## src/rtl/ws2812_pkg.sv

```systemverilog
// Shared types and helpers for the WS2812 strip transmitter.
// GAMMA_LUT is only referenced when WS2812_GAMMA_EN is defined.
package ws2812_pkg;

    typedef enum logic [2:0] {IDLE, LOAD, BIT, STALL, LATCH} state_t;

    localparam int PIX_W = 24;

    typedef logic [255:0][7:0] gamma_lut_t;

    // The strip expects green first; the producer delivers R,G,B.
    function automatic logic [PIX_W-1:0] rgb2grb(input logic [PIX_W-1:0] rgb);
        return {rgb[15:8], rgb[23:16], rgb[7:0]};
    endfunction

    function automatic gamma_lut_t gamma_gen();
        gamma_lut_t lut;
        for (int i = 0; i < 256; i++)
            lut[i] = 8'($rtoi(255.0 * ((real'(i) / 255.0) ** 2.2) + 0.5));
        return lut;
    endfunction

    // gamma 2.2, rounded to nearest, evaluated at elaboration
    localparam gamma_lut_t GAMMA_LUT = gamma_gen();

endpackage

```

## src/rtl/ws2812_bit_enc.sv

```systemverilog
// WS2812 NRZ bit encoder: 24-bit shifter, bit timer and latch timer.
// The timer is shared between bit slots and the latch low period.
module ws2812_bit_enc
    import ws2812_pkg::*;
#(
    parameter int T0H    = 40,
    parameter int T1H    = 80,
    parameter int TBIT   = 125,
    parameter int TRESET = 30000
) (
    input  logic             clk,
    input  logic             rst_n,
    input  logic             load,
    input  logic             run,
    input  logic             latch,
    input  logic [PIX_W-1:0] word,
    output logic             dout,
    output logic             word_pre,
    output logic             word_done,
    output logic             latch_done
);
    localparam int TMAX = (TBIT > TRESET) ? TBIT : TRESET;
    localparam int TW   = $clog2(TMAX);

    logic [TW-1:0]    tim;
    logic [4:0]       bit_cnt;
    logic [PIX_W-1:0] sh;
    logic             bit_done;
    logic             last_bit;

    assign last_bit   = (bit_cnt == 5'd23);
    assign bit_done   = run && (tim == TW'(TBIT - 1));
    // one cycle before the end of the last bit, so a reload can fill the final low slot
    assign word_pre   = run && last_bit && (tim == TW'(TBIT - 2));
    assign word_done  = bit_done && last_bit;
    assign latch_done = latch && (tim == TW'(TRESET - 1));
    assign dout       = run && (tim < (sh[PIX_W-1] ? TW'(T1H) : TW'(T0H)));

    always_ff @(posedge clk or negedge rst_n) begin
        if (!rst_n) begin
            tim     <= '0;
            bit_cnt <= '0;
            sh      <= '0;
        end else if (load) begin
            sh      <= word;
            tim     <= '0;
            bit_cnt <= '0;
        end else if (run) begin
            if (bit_done) begin
                tim     <= '0;
                bit_cnt <= bit_cnt + 5'd1;
                sh      <= {sh[PIX_W-2:0], 1'b0};
            end else begin
                tim <= tim + 1'b1;
            end
        end else if (latch) begin
            tim <= latch_done ? '0 : tim + 1'b1;
        end else begin
            tim <= '0;
        end
    end

endmodule

```

## src/rtl/ws2812_tx.sv

```systemverilog
// WS2812 strip transmitter: 4-phase pixel handshake, holding register plus shifter,
// frame latch. Define WS2812_GAMMA_EN to pass captured channels through a gamma LUT.
module ws2812_tx
    import ws2812_pkg::*;
#(
    parameter int NUM_LEDS = 39,
    parameter int T0H      = 40,
    parameter int T1H      = 80,
    parameter int TBIT     = 125,
    parameter int TRESET   = 30000
) (
    input  logic             clk,
    input  logic             rst_n,
    input  logic [PIX_W-1:0] avg_rgb,
    input  logic             trig,
    output logic             nxt,
    output logic             t_valid,
    output logic             rdy,
    output logic             dout,
    output logic             underrun
);
    localparam logic [7:0] NLED = 8'(NUM_LEDS);

    state_t           state, state_nxt;
    logic             trig_s1, trig_s2;
    logic [PIX_W-1:0] hold_q, hold_d;
    logic             hold_full;
    logic [7:0]       cap_cnt, led_cnt;
    logic             cap_fire, hold_wr, pend;
    logic             enc_load, enc_run, enc_latch, led_inc;
    logic             word_pre, word_done, latch_done, led_last;

    always_ff @(posedge clk or negedge rst_n) begin
        if (!rst_n) begin
            trig_s1 <= 1'b0;
            trig_s2 <= 1'b0;
        end else begin
            trig_s1 <= trig;
            trig_s2 <= trig_s1;
        end
    end

    assign nxt      = !hold_full && !t_valid && !pend && (cap_cnt < NLED) && (state != LATCH);
    assign cap_fire = trig_s2 && nxt;
    assign led_last = (led_cnt >= NLED - 8'd1);

`ifdef WS2812_GAMMA_EN
    logic [PIX_W-1:0] stage_q;

    always_ff @(posedge clk or negedge rst_n) begin
        if (!rst_n) begin
            stage_q <= '0;
            pend    <= 1'b0;
        end else begin
            pend <= cap_fire;
            if (cap_fire) stage_q <= avg_rgb;
        end
    end

    assign hold_wr = pend;
    assign hold_d  = {GAMMA_LUT[stage_q[23:16]], GAMMA_LUT[stage_q[15:8]], GAMMA_LUT[stage_q[7:0]]};
`else
    assign pend    = 1'b0;
    assign hold_wr = cap_fire;
    assign hold_d  = avg_rgb;
`endif

    always_ff @(posedge clk or negedge rst_n) begin
        if (!rst_n) begin
            hold_q    <= '0;
            hold_full <= 1'b0;
            t_valid   <= 1'b0;
            cap_cnt   <= '0;
        end else begin
            if (hold_wr) begin
                hold_q  <= hold_d;
                t_valid <= 1'b1;
            end else if (!trig_s2 && t_valid) begin
                t_valid <= 1'b0;
                if (cap_cnt < NLED) cap_cnt <= cap_cnt + 8'd1;
            end
            if (enc_load) hold_full <= 1'b0;
            if (hold_wr)  hold_full <= 1'b1;
            if (latch_done) cap_cnt <= '0;
        end
    end

    always_ff @(posedge clk or negedge rst_n) begin
        if (!rst_n)
            led_cnt <= '0;
        else if (latch_done)
            led_cnt <= '0;
        else if (led_inc && led_cnt < NLED)
            led_cnt <= led_cnt + 8'd1;
    end

    // leaving reset goes through LATCH so a truncated frame still gets terminated
    always_ff @(posedge clk or negedge rst_n) begin
        if (!rst_n) state <= LATCH;
        else        state <= state_nxt;
    end

    always_comb begin
        state_nxt = state;
        case (state)
            IDLE:  if (hold_wr) state_nxt = LOAD;
            LOAD:  state_nxt = BIT;
            BIT: begin
                // back-to-back pixels: LOAD takes the last low cycle of bit 23
                if (word_pre && hold_full && !led_last)
                    state_nxt = LOAD;
                else if (word_done)
                    state_nxt = led_last ? LATCH : (hold_full ? LOAD : STALL);
            end
            STALL: if (hold_full) state_nxt = LOAD;
            LATCH: if (latch_done) state_nxt = IDLE;
            default: state_nxt = LATCH;
        endcase
    end

    always_comb begin
        rdy       = (state == IDLE);
        enc_load  = (state == LOAD);
        enc_run   = (state == BIT);
        enc_latch = (state == LATCH);
        led_inc   = (state == BIT) && (state_nxt != BIT);
    end

    always_ff @(posedge clk or negedge rst_n) begin
        if (!rst_n) underrun <= 1'b0;
        else        underrun <= (state == BIT) && (state_nxt == STALL);
    end

    ws2812_bit_enc #(
        .T0H   (T0H),
        .T1H   (T1H),
        .TBIT  (TBIT),
        .TRESET(TRESET)
    ) u_enc (
        .clk       (clk),
        .rst_n     (rst_n),
        .load      (enc_load),
        .run       (enc_run),
        .latch     (enc_latch),
        .word      (rgb2grb(hold_q)),
        .dout      (dout),
        .word_pre  (word_pre),
        .word_done (word_done),
        .latch_done(latch_done)
    );

endmodule

```

## config.mk

```make
export PLATFORM = sky130hd
export DESIGN_NAME = ws2812_tx
export DESIGN_NICKNAME = d
export VERILOG_FILES = /design/src/rtl/ws2812_pkg.sv /design/src/rtl/ws2812_bit_enc.sv /design/src/rtl/ws2812_tx.sv
export SDC_FILE = /design/constraint.sdc
export NUM_CORES = 1
export LEC_CHECK = 0
export ABC_AREA = 1
export ABC_CLOCK_PERIOD_IN_PS = 3700
export CORE_MARGIN = 2
export CORE_UTILIZATION = 60
export CTS_CLUSTER_DIAMETER = 100
export CTS_CLUSTER_SIZE = 28
export DETAILED_ROUTE_END_ITERATION = 6
export PLACE_DENSITY = 0.86
export SLEW_MARGIN = 40
export SYNTH_ARGS = -nofsm -noshare
export SYNTH_HDL_FRONTEND = slang
export SYNTH_SLANG_ARGS = --single-unit
```

## constraint.sdc

```tcl
create_clock -name clk -period 3.7 [get_ports clk]
set_clock_uncertainty 0.05 [all_clocks]
set_input_delay 0.555 -clock clk [delete_from_list [all_inputs] [get_ports clk]]
set_output_delay 0.555 -clock clk [all_outputs]
set_load 0.1 [all_outputs]
```

Yosys cells after proc, flatten, opt, wreduce, memory -nomap -nowiden
Index checks and enable logic that the tools add are counted.

Add/subtract/negate cells: 4. Multiply operators: 0. Div/mod/pow operators: 0. Order comparisons: 4. Equal/unequal tests: 12. Shift operators: 0. Multiplexer cells: 30. Bitwise gates (word level): 0. Reductions and logical operators: 30.

Operators by type and width (count): $mux 15 (5); $mux 24 (3); $mux 8 (6); $eq 15x7->1 const B (2); $mux 3 (6); $add 8x1->8 const B (2); $logic_and 1x1->1 (16); $lt 8x6->1 const B (2); $add 15x1->15 const B (1); $eq 15x15->1 const B (1); $lt 15x15->1 (1); $mux 5 (3); $pmux 3 s5 (1); $reduce_bool 2->1 (7); $eq 3x2->1 const B (3); $ge 8x6->1 const B (1); $mux 7 (1); $add 5x1->5 const B (1); $eq 5x5->1 const B (1); $logic_not 1->1 (4); $mux 1 (4); $eq 3x1->1 const B (1); $eq 3x3->1 const B (1); $logic_not 3->1 (1); 6 further kinds (6).

Bits in registers: 92. Bits in latches: 0. RAM bits: 0. Memory bits (read-only): 0. Input bits: 27. Output and inout port bits: 5. Word-level logic and storage cells: 92. Memories kept: 0.

Longest topological paths before layout
Gate-level depths: netlist (run 1).

Depth after elaboration: 12. Depth in mapped cells: 15. Mapped depth without buffers: 15.

By module
From an unflattened synthesis (run 1), not the netlist that was laid out.

Cells, all modules: 553. Area total of the unflattened synthesis: 4568.1 µm².

Modules (own cells, without submodules): ws2812_bit_enc (instances 1, cells an instance 292, area each 2373.5 µm², seq. area each 1101.1 µm²); ws2812_tx (instances 1, cells an instance 261, area each 2194.6 µm², seq. area each 1202.4 µm²).

Least setup slack after synthesis (run 1)
OpenSTA, ideal clock, no wires.

Path type: register to output. From: register u_enc.sh[23]. To: output dout. Data arrival time: 2433 ps. Required time: 3095 ps. Setup slack: 662 ps. Stages on the path, launching flop included: 7. Buffers on the path: 0. Cells stage by stage: dfrtp_1 inv_1 ha_1 o21a_1 o21ai_0 nand2_1 a21oi_1.

Word-level cells in the longest chain between the ends: 3.

RTL lines: start, declared (RTL line ws2812_bit_enc.sv:27) `logic [PIX_W-1:0] sh;`; start signal, assigned (RTL line ws2812_bit_enc.sv:45) `sh <= word;`; start signal, assigned (RTL line ws2812_bit_enc.sv:52) `sh <= {sh[PIX_W-2:0], 1'b0};`; $mux 7 (RTL line ws2812_bit_enc.sv:37) `assign dout = run && (tim < (sh[PIX_W-1] ? TW'(T1H) : TW'(T0H)));`; $lt 15x15->1 (RTL line ws2812_bit_enc.sv:37); $logic_and 1x1->1 (RTL line ws2812_bit_enc.sv:37); end, declared (RTL line ws2812_tx.sv:19) `output logic dout,`.

Every way passes these cells.

Final worst setup path (run 1)
From: register cap_cnt[0]. To: output nxt.

Word-level cells in the longest chain between the ends: 3.

RTL lines: start, declared (RTL line ws2812_tx.sv:28) `logic [7:0] cap_cnt, led_cnt;`; start signal, assigned (RTL line ws2812_tx.sv:80) `if (cap_cnt < NLED) cap_cnt <= cap_cnt + 8'd1;`; $lt 8x6->1 (RTL line ws2812_tx.sv:43) `assign nxt = !hold_full && !t_valid && !pend && (cap_cnt < NLED) && (state != LATCH);`; $logic_and 1x1->1 (2 in a row) (RTL line ws2812_tx.sv:43); end, declared (RTL line ws2812_tx.sv:16) `output logic nxt,`.

Every way passes these cells.

==> results.md, run 1 <==
- Status: finished clean
- Clock buffer depth: 2
- First-pass GRT wire length: 15.8 mm
- Vias in the first global route: 3,552
- Clock-pin slew on the worst setup and hold paths: 0.10 ns
- Type of the worst min-delay path: primary input to asynchronous set/reset pin
- Worst setup SP type: flop
- Drt via density: 5.39
- Worst-path maximum fanout: 3
- Fin Hold WS: 0.115 ns
- Die X: 91.5 microns
- Post-Route WL: 8.84 mm
- Most frequent cells after synthesis: nand2_1 (98), dfrtp_1 (91), nor2_1 (63)
- Worst ir drop on vdd: 369 uV
- Pre-CTS setup slack: 1.46 ns
- CTS tree: done
- Drt wl/cell: 13.8 microns
- Post-route DRC: 0
- Largest cells by area after synthesis: dfrtp_1 (50%), nand2_1 (8.0%), nor2_1 (5.1%)
- Gr usage total: 0.234
- Cell area power density: 715 mW/mm^2
- Initial DRC count: 169
- Sequential share of the synthesized area: 0.502
- Final hold vios: 0
- Comb power frac: 0.362
- Register area: 0.00230 sq mm
- Detail Route Antenna Nets: 0
- Number of synthesized flops with an enable pin: 0
- Htree depth: 3
- Setup tns final: 0 ns
- Crit Path Category: flop to output port
- Initial antenna violation count: 0
- Top-count cell post-synth: nand2_1
- Sw frac: 0.394
- I/O pin cnt: 32
- Slew HR: 0.570
- Clock Latency Late Sink: 0.38 ns
- Setup bufs post-CTS: 0
- Top-area cell type share of the netlist area: 0.496
- Seq pwr share: 0.427
- Routability-driven placement congestion ratio: 0.868
- Gr ovfl total: 0
- Clock Power Share: 0.211
- Post-synth ARST share: 1.00
- Core Footprint: 0.00733 sq mm
- Area Growth Syn to Fin: 12.8%
- Rows: 31
- Leading area contributor after synthesis: dfrtp_1
- Syn Nets: 539
- CTS root buffer: clkbuf_8
- Count of input and output buffers: 31
- Worst path required time: 3.09 ns
- Layout cell share with drive strength beyond 1: 0.172
- Clk sinks: 92
- Fmax: 396 MHz
- Die Y: 91.5 microns
- Setup Viol. Count Final: 0
- Max Slew Vio Count: 0
- Flop2flop setup slack: 1.41 ns
- Pre-antenna DRT Iters: 4
- Cts hold-fix bufs: 0
- Final core utilization: 0.707
- Starting Density: 0.626
- Total die area: 0.00837 sq mm
- Internal power: 2250 uW
- Fillers: 537
- Max Cap Violations: 0
- RSZ-0062 raised after global routing: false
- Mapped Avg Cell Area: 9.13 sq um
- Resized cells post-CTS: 0
- HPWL Detailed: 6.14 mm
- Pin count of the biggest net entering global routing: 72
- CP Data Arrival Time: 1.92 ns
- Post-synth top flop: dfrtp_1
- Worst slew pin tran: 0.640 ns
- Setup WS post-layout: 1.18 ns
- Period utilization: 0.682
- Layout Nets: 572
- Post-synthesis cell type count: 41
- FF+latch count, synth: 92
- Period minus WS final: 2.52 ns
- Cells after Synth: 503
- Diodes inserted: 0
- Synth warnings: 0
- Crit end category: output port
- Leakage: 0.00247 uW
- Vias: 3,449
- Sw power: 1460 uW
- TritonCTS Buffers: 9
- Multi-input logic area: 0.00198 sq mm
- Final Power: 3700 uW
- Post-Synthesis Cell Area: 0.00459 sq mm
-- cells by family after synthesis --
kind of cell | share of synthesized area
DFF | 0.502
and+or+nand+nor | 0.243
buffers and inverters | 0.0684
xor gates and xnor gates | 0.0267
muxes | 0.0646
AOI/OAI and AO/OA | 0.0714
adders and majority gates | 0.0245
-- worst paths after layout --
path	from	end	cells after the start
max	cap_cnt[0]$_DFFE_PN0P_	nxt	6
min	rst_n	u_enc.tim[14]$_DFF_PN0_	1
max reg2reg	state[0]$_DFF_PN0_	u_enc.sh[2]$_DFFE_PN0P_	10
min reg2reg	trig_s1$_DFF_PN0_	trig_s2$_DFF_PN0_	0
max in group asynchronous	rst_n	led_cnt[7]$_DFFE_PN0P_	2
min in group clk	trig_s1$_DFF_PN0_	trig_s2$_DFF_PN0_	0
-- cells in the final DEF, fill, tap and decap left out, types with 10 or more instances in the layout --
| cell | instances |
|---|---|
| nand2_1 | 98 |
| mux2_4 | 10 |
| nand3_1 | 22 |
| inv_2 | 12 |
| clkdlybuf4s50_1 | 25 |
| o21ai_0 | 13 |
| a31oi_1 | 20 |
| nand4_1 | 10 |
| a21oi_1 | 13 |
| nor2_2 | 13 |
| dfrtp_1 | 91 |
| inv_1 | 45 |
| xor2_1 | 12 |
| nor2_1 | 62 |
-- power groups by stage --
| stage | registers (uW) | logic (uW) | clock network [uW] |
|---|---|---|---|
| 2_1_floorplan | 1570 | 1070 | 0 |
| 3_3_place_gp | 1580 | 1270 | 0 |
| 3_5_place_dp | 1600 | 1330 | 0 |
| 4_1_cts | 1580 | 1350 | 788 |
| 5_1_grt | 1630 | 1490 | 830 |
| 6_report | 1580 | 1340 | 780 |
-- layer usage --
metal / wire length (microns) / global-route usage / share of wire / vias to the layer above
met2: 4570 / 0.398 / 0.52 / 79
li1: - / - / - / 1695
met4: 167 / 0.0795 / 0.019 / 0
met1: 3770 / 0.295 / 0.43 / 1656
met5: 0 / 0 / 0 / -
met3: 331 / 0.0523 / 0.037 / 19
-- sequential cells by signal, indices dropped and copies added (netlist names), 3 cells and up --
| signal | cells |
|---|---|
| cap_cnt | 8 |
| hold_q | 24 |
| led_cnt | 8 |
| state | 3 |
| u_enc.bit_cnt | 5 |
| u_enc.sh | 24 |
| u_enc.tim | 15 |
-- metrics by stage --
stage | cells | instance area (sq um)
final | 640 | 5180
after detailed placement | 624 | 4950
after global routing | 640 | 5180
after floorplan | 503 | 4590
after CTS | 640 | 5180
after global placement | 624 | 4960
-- area by class of cell --
| cell class | count | share of cell area |
|---|---|---|
| clock buffers | 9 | 0.0239 |
| flip-flops and latches | 92 | 0.445 |
| inverters | 60 | 0.0435 |
| well taps | 99 | 0.0239 |
| clock inverters | 7 | 0.0200 |
| repair buffers | 35 | 0.0625 |
| multi-input cells | 338 | 0.382 |
-- critical path, stage by stage, from the launching register on --
cell,delay [ns]
dfrtp_1,0.43
ha_1,0.22
nand2_1,0.10
nand3_1,0.08
a21oi_1,0.22
and2_4,0.21
buf_4,0.29
Note: power is estimated with default switching activity, not from simulation.
==> run 2, diff against run 1 <==
ABC_CLOCK_PERIOD_IN_PS = 2300   (was 3700)
CORE_UTILIZATION = 53   (was 60)
PLACE_DENSITY = 0.81   (was 0.86)
clock period = 2.3 ns   (was 3.7 ns; I/O delays follow)
==> results.md, run 2 (synthesis gave the netlist of run 1 again) <==
- Worst path required time: 1.90 ns (was 3.09 ns)
- Gr ovfl total: 0 (unchanged)
- Vias in the first global route: 3,356 (was 3,552)
- Setup Viol. Count Final: 0 (unchanged)
- TritonCTS Buffers: 9 (unchanged)
- Worst setup SP type: flop (unchanged)
- Internal power: 3720 uW (was 2250 uW)
- Rows: 33 (was 31)
- Status: finished clean (unchanged)
- Post-Route WL: 8.77 mm (was 8.84 mm)
- Fin Hold WS: 0.313 ns (was 0.115 ns)
- Initial antenna violation count: 0 (unchanged)
- Die X: 97.1 microns (was 91.5 microns)
- Clk sinks: 92 (unchanged)
- Delay-heaviest family, CP: flip-flops (unchanged)
- Clock-pin slew on the worst setup and hold paths: 0.09 ns (was 0.10 ns)
- Initial DRC count: 134 (was 169)
- Clock Latency Late Sink: 0.36 ns (was 0.38 ns)
- Clock buffer depth: 2 (unchanged)
- Detail Route Antenna Nets: 0 (unchanged)
- Leakage: 0.00250 uW (was 0.00247 uW)
- Final core utilization: 0.636 (was 0.707)
- Htree depth: 3 (unchanged)
- RSZ-0062 raised after global routing: false (unchanged)
- Area Growth Syn to Fin: 15.0% (was 12.8%)
- Pre-antenna DRT Iters: 4 (unchanged)
- Drt via density: 5.25 (was 5.39)
- Critical path's slowest cell: dfrtp_1 (unchanged)
- CTS root buffer: clkbuf_8 (unchanged)
- Crit end category: output port (unchanged)
- Crit-path cells: ha_1 -> nand2_1 -> nand3_1 -> a21oi_2 -> and2_4 -> buf_12 (was ha_1 -> nand2_1 -> nand3_1 -> a21oi_1 -> and2_4 -> buf_4)
- Crit Path Category: flop to output port (unchanged)
- Slew HR: 0.635 (was 0.570)
- Vias: 3,414 (was 3,449)
- Total die area: 0.00942 sq mm (was 0.00837 sq mm)
- Max Slew Vio Count: 0 (unchanged)
- Period utilization: 0.941
- Count of input and output buffers: 31 (unchanged)
- HPWL Detailed: 6.19 mm (was 6.14 mm)
- Most frequent cells in the layout: nand2_1 (98), dfrtp_1 (90), nor2_1 (61) (was nand2_1 (98), dfrtp_1 (91), nor2_1 (62))
- CTS tree: done (unchanged)
- First-pass GRT wire length: 15.2 mm (was 15.8 mm)
- Worst-path maximum fanout: 3 (unchanged)
- CP Data Arrival Time: 1.77 ns (was 1.92 ns)
- Starting Density: 0.553 (was 0.626)
- Core Footprint: 0.00830 sq mm (was 0.00733 sq mm)
- Seq pwr share: 0.419 (was 0.427)
- Diodes inserted: 0 (unchanged)
- Max Cap Violations: 0 (unchanged)
- Layout Nets: 576 (was 572)
- Die Y: 97.1 microns (was 91.5 microns)
- Type of the worst min-delay path: flop to flop (was primary input to asynchronous set/reset pin)
- Gr usage total: 0.196 (was 0.234)
- Drt wl/cell: 13.5 microns (was 13.8 microns)
- Clock Power Share: 0.203 (was 0.211)
- Pin count of the biggest net entering global routing: 37 (was 72)
- Worst ir drop on vdd: 638 uV (was 369 uV)
- Final hold vios: 0 (unchanged)
- Period minus WS final: 2.16 ns
- Worst slew pin tran: 0.543 ns (was 0.640 ns)
- Comb power frac: 0.378 (was 0.362)
- Routability-driven placement congestion ratio: 0.930 (was 0.868)
- Layout cell share with drive strength beyond 1: 0.183 (was 0.172)
- Sw power: 2320 uW (was 1460 uW)
- Cell area power density: 1150 mW/mm^2 (was 715 mW/mm^2)
- I/O pin cnt: 32 (unchanged)
- Sw frac: 0.384 (was 0.394)
- Max incr delay on CP: 0.42 ns (was 0.43 ns)
- Fmax: 462 MHz
- CP bufs+invs: 1 (unchanged)
- Post-route DRC: 0 (unchanged)
- Setup tns final: 0 ns (unchanged)
- Largest registers: hold_q: 24 flops, u_enc.sh: 24 flops, u_enc.tim: 15 flops (unchanged)
- Commonest non-fill, non-tap cell in the layout: nand2_1 (unchanged)
run 2: cell count changes in the layout (fill, tap and decap cells not counted), moves of 2 or more:
cell	delta
a21oi_1	-2
a21oi_2	+2
buf_12	+4
buf_2	-2
buf_4	+2
run 2: power by group through the flow:
stage          combinational (uW)  clock [uW]  sequential (uW)
2_1_floorplan                1740           0             2520
3_3_place_gp                 2190           0             2530
3_5_place_dp                 2280           0             2560
4_1_cts                      2300        1250             2530
5_1_grt                      2540        1310             2610
6_report                     2290        1230             2530
run 2: path summary, 6_finish.rpt:
| path | from | to | slack [ns] | depth (start not counted) |
|---|---|---|---|---|
| max | cap_cnt[0]$_DFFE_PN0P_ | nxt | 0.14 | 6 |
| max reg2reg | state[1]$_DFF_PN0_ | hold_q[0]$_DFFE_PN0P_ | 0.26 | 7 |
| min in group asynchronous | rst_n | u_enc.tim[8]$_DFF_PN0_ | 0.42 | 2 |
| min reg2reg | trig_s1$_DFF_PN0_ | trig_s2$_DFF_PN0_ | 0.31 | 0 |
| min | trig_s1$_DFF_PN0_ | trig_s2$_DFF_PN0_ | 0.31 | 0 |
| max in group asynchronous | rst_n | cap_cnt[2]$_DFFE_PN0P_ | 1.13 | 3 |
run 2: layout make-up:
| cell class | instances | area (sq um) |
|---|---|---|
| Sequential cell | 92 | 2300 |
| Clock inverter | 6 | 95.1 |
| Tap cell | 105 | 131 |
| Inverter | 60 | 225 |
| Timing Repair Buffer | 39 | 408 |
| Fill cell | 676 | 3020 |
| Multi-Input combinational cell | 338 | 1990 |
| Clock buffer | 10 | 128 |
run 2: repair_timing:
action | CTS | global route
endpoints found under the hold margin | 33 | 0
resized for setup | 0 | 4
setup endpoints to repair | 0 | 2
hold buffers | 1 | 0
buffers inserted | 0 | 1
run 2: metal layers:
metal  GRT usage  wire length [microns]
met3      0.0417                    250
met1       0.243                   3950
met5           0                      0
met4      0.0520                    113
met2       0.347                   4450
run 2: stage by stage:
stage | cell area (sq um) | power [uW] | setup slack, ns | instances
finish | 5280 | 6050 | 0.137 | 650
global route | 5280 | 6450 | 0.0171 | 650
CTS | 5270 | 6080 | 0.0654 | 649
detailed placement | 5030 | 4830 | 0.234 | 632
global placement | 5030 | 4720 | 0.330 | 632
floorplan | 4600 | 4250 | 0.0193 | 503
==> run 3, diff against run 2 <==
PLACE_DENSITY = 0.74   (was 0.81)
==> results.md, run 3 (synthesis gave the netlist of run 1 again) <==
- Routability-driven placement congestion ratio: 0.926 (was 0.930)
- Max Slew Vio Count: 0 (unchanged)
- Worst slew pin tran: 0.571 ns (was 0.543 ns)
- Starting Density: 0.553 (unchanged)
- Type of the worst min-delay path: flop to flop (unchanged)
- R2R depth: 7 (unchanged)
- Die X: 97.1 microns (unchanged)
- Rows: 33 (unchanged)
- Worst path required time: 1.90 ns (about the same)
- Period minus WS final: 2.17 ns (was 2.16 ns)
- Slew HR: 0.616 (was 0.635)
- Crit. Startpoint: cap_cnt[0]$_DFFE_PN0P_ (unchanged)
- Max incr delay on CP: 0.42 ns (about the same)
- Initial antenna violation count: 0 (unchanged)
- Drt wl/cell: 12.9 microns (was 13.5 microns)
- Worst setup SP type: flop (unchanged)
- Max Cap Violations: 0 (unchanged)
- CTS tree: done (unchanged)
- RSZ-0062 raised after global routing: false (unchanged)
- Detail Route Antenna Nets: 0 (unchanged)
- Status: finished clean (unchanged)
- Core Footprint: 0.00830 sq mm (unchanged)
- Critical R2R Launch: cap_cnt[0]$_DFFE_PN0P_ (was state[1]$_DFF_PN0_)
- Layout Nets: 577 (was 576)
- Met1 Usage GRT: 0.255 (was 0.243)
- Post-Route WL: 8.42 mm (was 8.77 mm)
- Post-route DRC: 0 (unchanged)
- Crit-path cells: ha_1 -> nand2_1 -> nand3_1 -> a21oi_2 -> and2_4 -> buf_12 (unchanged)
- Drt via density: 5.20 (was 5.25)
- Setup tns final: 0 ns (unchanged)
- Clock-pin slew on the worst setup and hold paths: 0.09 ns (about the same)
- Gr ovfl total: 0 (unchanged)
- Met2 Use GR: 0.338 (was 0.347)
- Worst-path maximum fanout: 3 (unchanged)
- Most frequent cells in the layout: nand2_1 (98), dfrtp_1 (90), nor2_1 (61) (unchanged)
- Total die area: 0.00942 sq mm (unchanged)
- Leakage: 0.00249 uW (was 0.00250 uW)
- Pin count of the biggest net entering global routing: 46 (was 37)
- Critical path's slowest cell: dfrtp_1 (unchanged)
- CTS root buffer: clkbuf_8 (unchanged)
- HPWL Detailed: 6.13 mm (was 6.19 mm)
- Fmax: 462 MHz (about the same)
- Diodes inserted: 0 (unchanged)
- Count of input and output buffers: 31 (unchanged)
- Initial DRC count: 132 (was 134)
- Fin Hold WS: 0.315 ns (was 0.313 ns)
- Htree depth: 3 (unchanged)
- Vias in the first global route: 3,441 (was 3,356)
- CP Data Arrival Time: 1.77 ns (about the same)
- Final hold vios: 0 (unchanged)
- Gr usage total: 0.197 (was 0.196)
- Layout cell share with drive strength beyond 1: 0.185 (was 0.183)
- Crit end category: output port (unchanged)
- Area Growth Syn to Fin: 14.4% (was 15.0%)
- Die Y: 97.1 microns (unchanged)
- Worst path depth: 6 (unchanged)
- Crit Path Category: flop to output port (unchanged)
- Cell area power density: 1100 mW/mm^2 (was 1150 mW/mm^2)
- Pre-antenna DRT Iters: 4 (unchanged)
- Period utilization: 0.942 (was 0.941)
- I/O pin cnt: 32 (unchanged)
- FF-to-FF End: hold_q[20]$_DFFE_PN0P_ (was hold_q[0]$_DFFE_PN0P_)
- GR Layer Usage met3: 0.0396 (was 0.0417)
- CP bufs+invs: 1 (unchanged)
- First-pass GRT wire length: 15.5 mm (was 15.2 mm)
- Clock buffer depth: 2 (unchanged)
- Setup Viol. Count Final: 0 (unchanged)
- Flop2flop setup slack: 0.26 ns (about the same)
- TritonCTS Buffers: 9 (unchanged)
- Worst ir drop on vdd: 645 uV (was 638 uV)
- GRT busiest layer: met2 (unchanged)
- Vias: 3,384 (was 3,414)
- Clock Latency Late Sink: 0.35 ns (was 0.36 ns)
- Setup crit end: nxt (unchanged)
- Commonest non-fill, non-tap cell in the layout: nand2_1 (unchanged)
- Clk sinks: 92 (unchanged)
- Largest registers: hold_q: 24 flops, u_enc.sh: 24 flops, u_enc.tim: 15 flops (unchanged)
- Delay-heaviest family, CP: flip-flops (unchanged)
[run 3: changes by cell type in the layout (fill, tap and decap cells not counted)]
cell and change:
buf_12 +1, clkinvlp_4 +1, bufinv_16 -2, clkbuf_8 +1, inv_8 -1, clkinv_2 +1
[run 3: stage by stage]
stage                     cell area (sq um)  total power, uW  instances  utilization  setup slack [ns]
after floorplan                        4600             4250        503            -            0.0193
after global placement                 5040             4740        631        0.607             0.317
after detailed placement               5040             4840        631        0.607             0.244
after CTS                              5230             5850        648        0.630            0.0358
after global routing                   5250             6260        651        0.633            0.0175
final                                  5250             5790        651        0.633             0.134
[run 3: how the worst min path moves through the flow]
stage | start | to | slack, ns | cells past startpoint
after floorplan | rst_n | cap_cnt[0]$_DFFE_PN0P_ | -0.0006 | 0
after global placement | rst_n | u_enc.tim[9]$_DFF_PN0_ | 0.22 | 1
after detailed placement | rst_n | u_enc.tim[9]$_DFF_PN0_ | 0.22 | 1
after CTS | trig_s1$_DFF_PN0_ | trig_s2$_DFF_PN0_ | 0.32 | 0
after global routing | trig_s1$_DFF_PN0_ | trig_s2$_DFF_PN0_ | 0.33 | 0
final | trig_s1$_DFF_PN0_ | trig_s2$_DFF_PN0_ | 0.32 | 0
[run 3: final cells by class]
cell class	count	area [sq um]
clock buffers	11	141
clock inverters	5	36.3
fillers	690	3050
inverters	60	225
multi-input cells	338	1990
flip-flops and latches	92	2300
well taps	105	131
repair buffers	40	428
[run 3: metal layers]
layer / share of wire / vias up / routed length, microns
met5: 0 / - / 0
met4: 0.016 / 0 / 131
met3: 0.028 / 14 / 236
met2: 0.49 / 46 / 4150
met1: 0.46 / 1619 / 3910
li1: - / 1705 / -
[run 3: power by group]
part / internal (uW) / switching, uW / total (uW) / leakage, uW
combinational: 931 / 1340 / 2270 / 0.00128
sequential: 2170 / 356 / 2530 / 0.00113
clock: 425 / 568 / 993 / 0.0000820
[run 3: timing repair]
item                                   CTS  global route
endpoints found under the hold margin   21             0
resized for setup                        0             4
setup endpoints to repair                0             2
buffers inserted                         0             3
hold buffers                             1             0
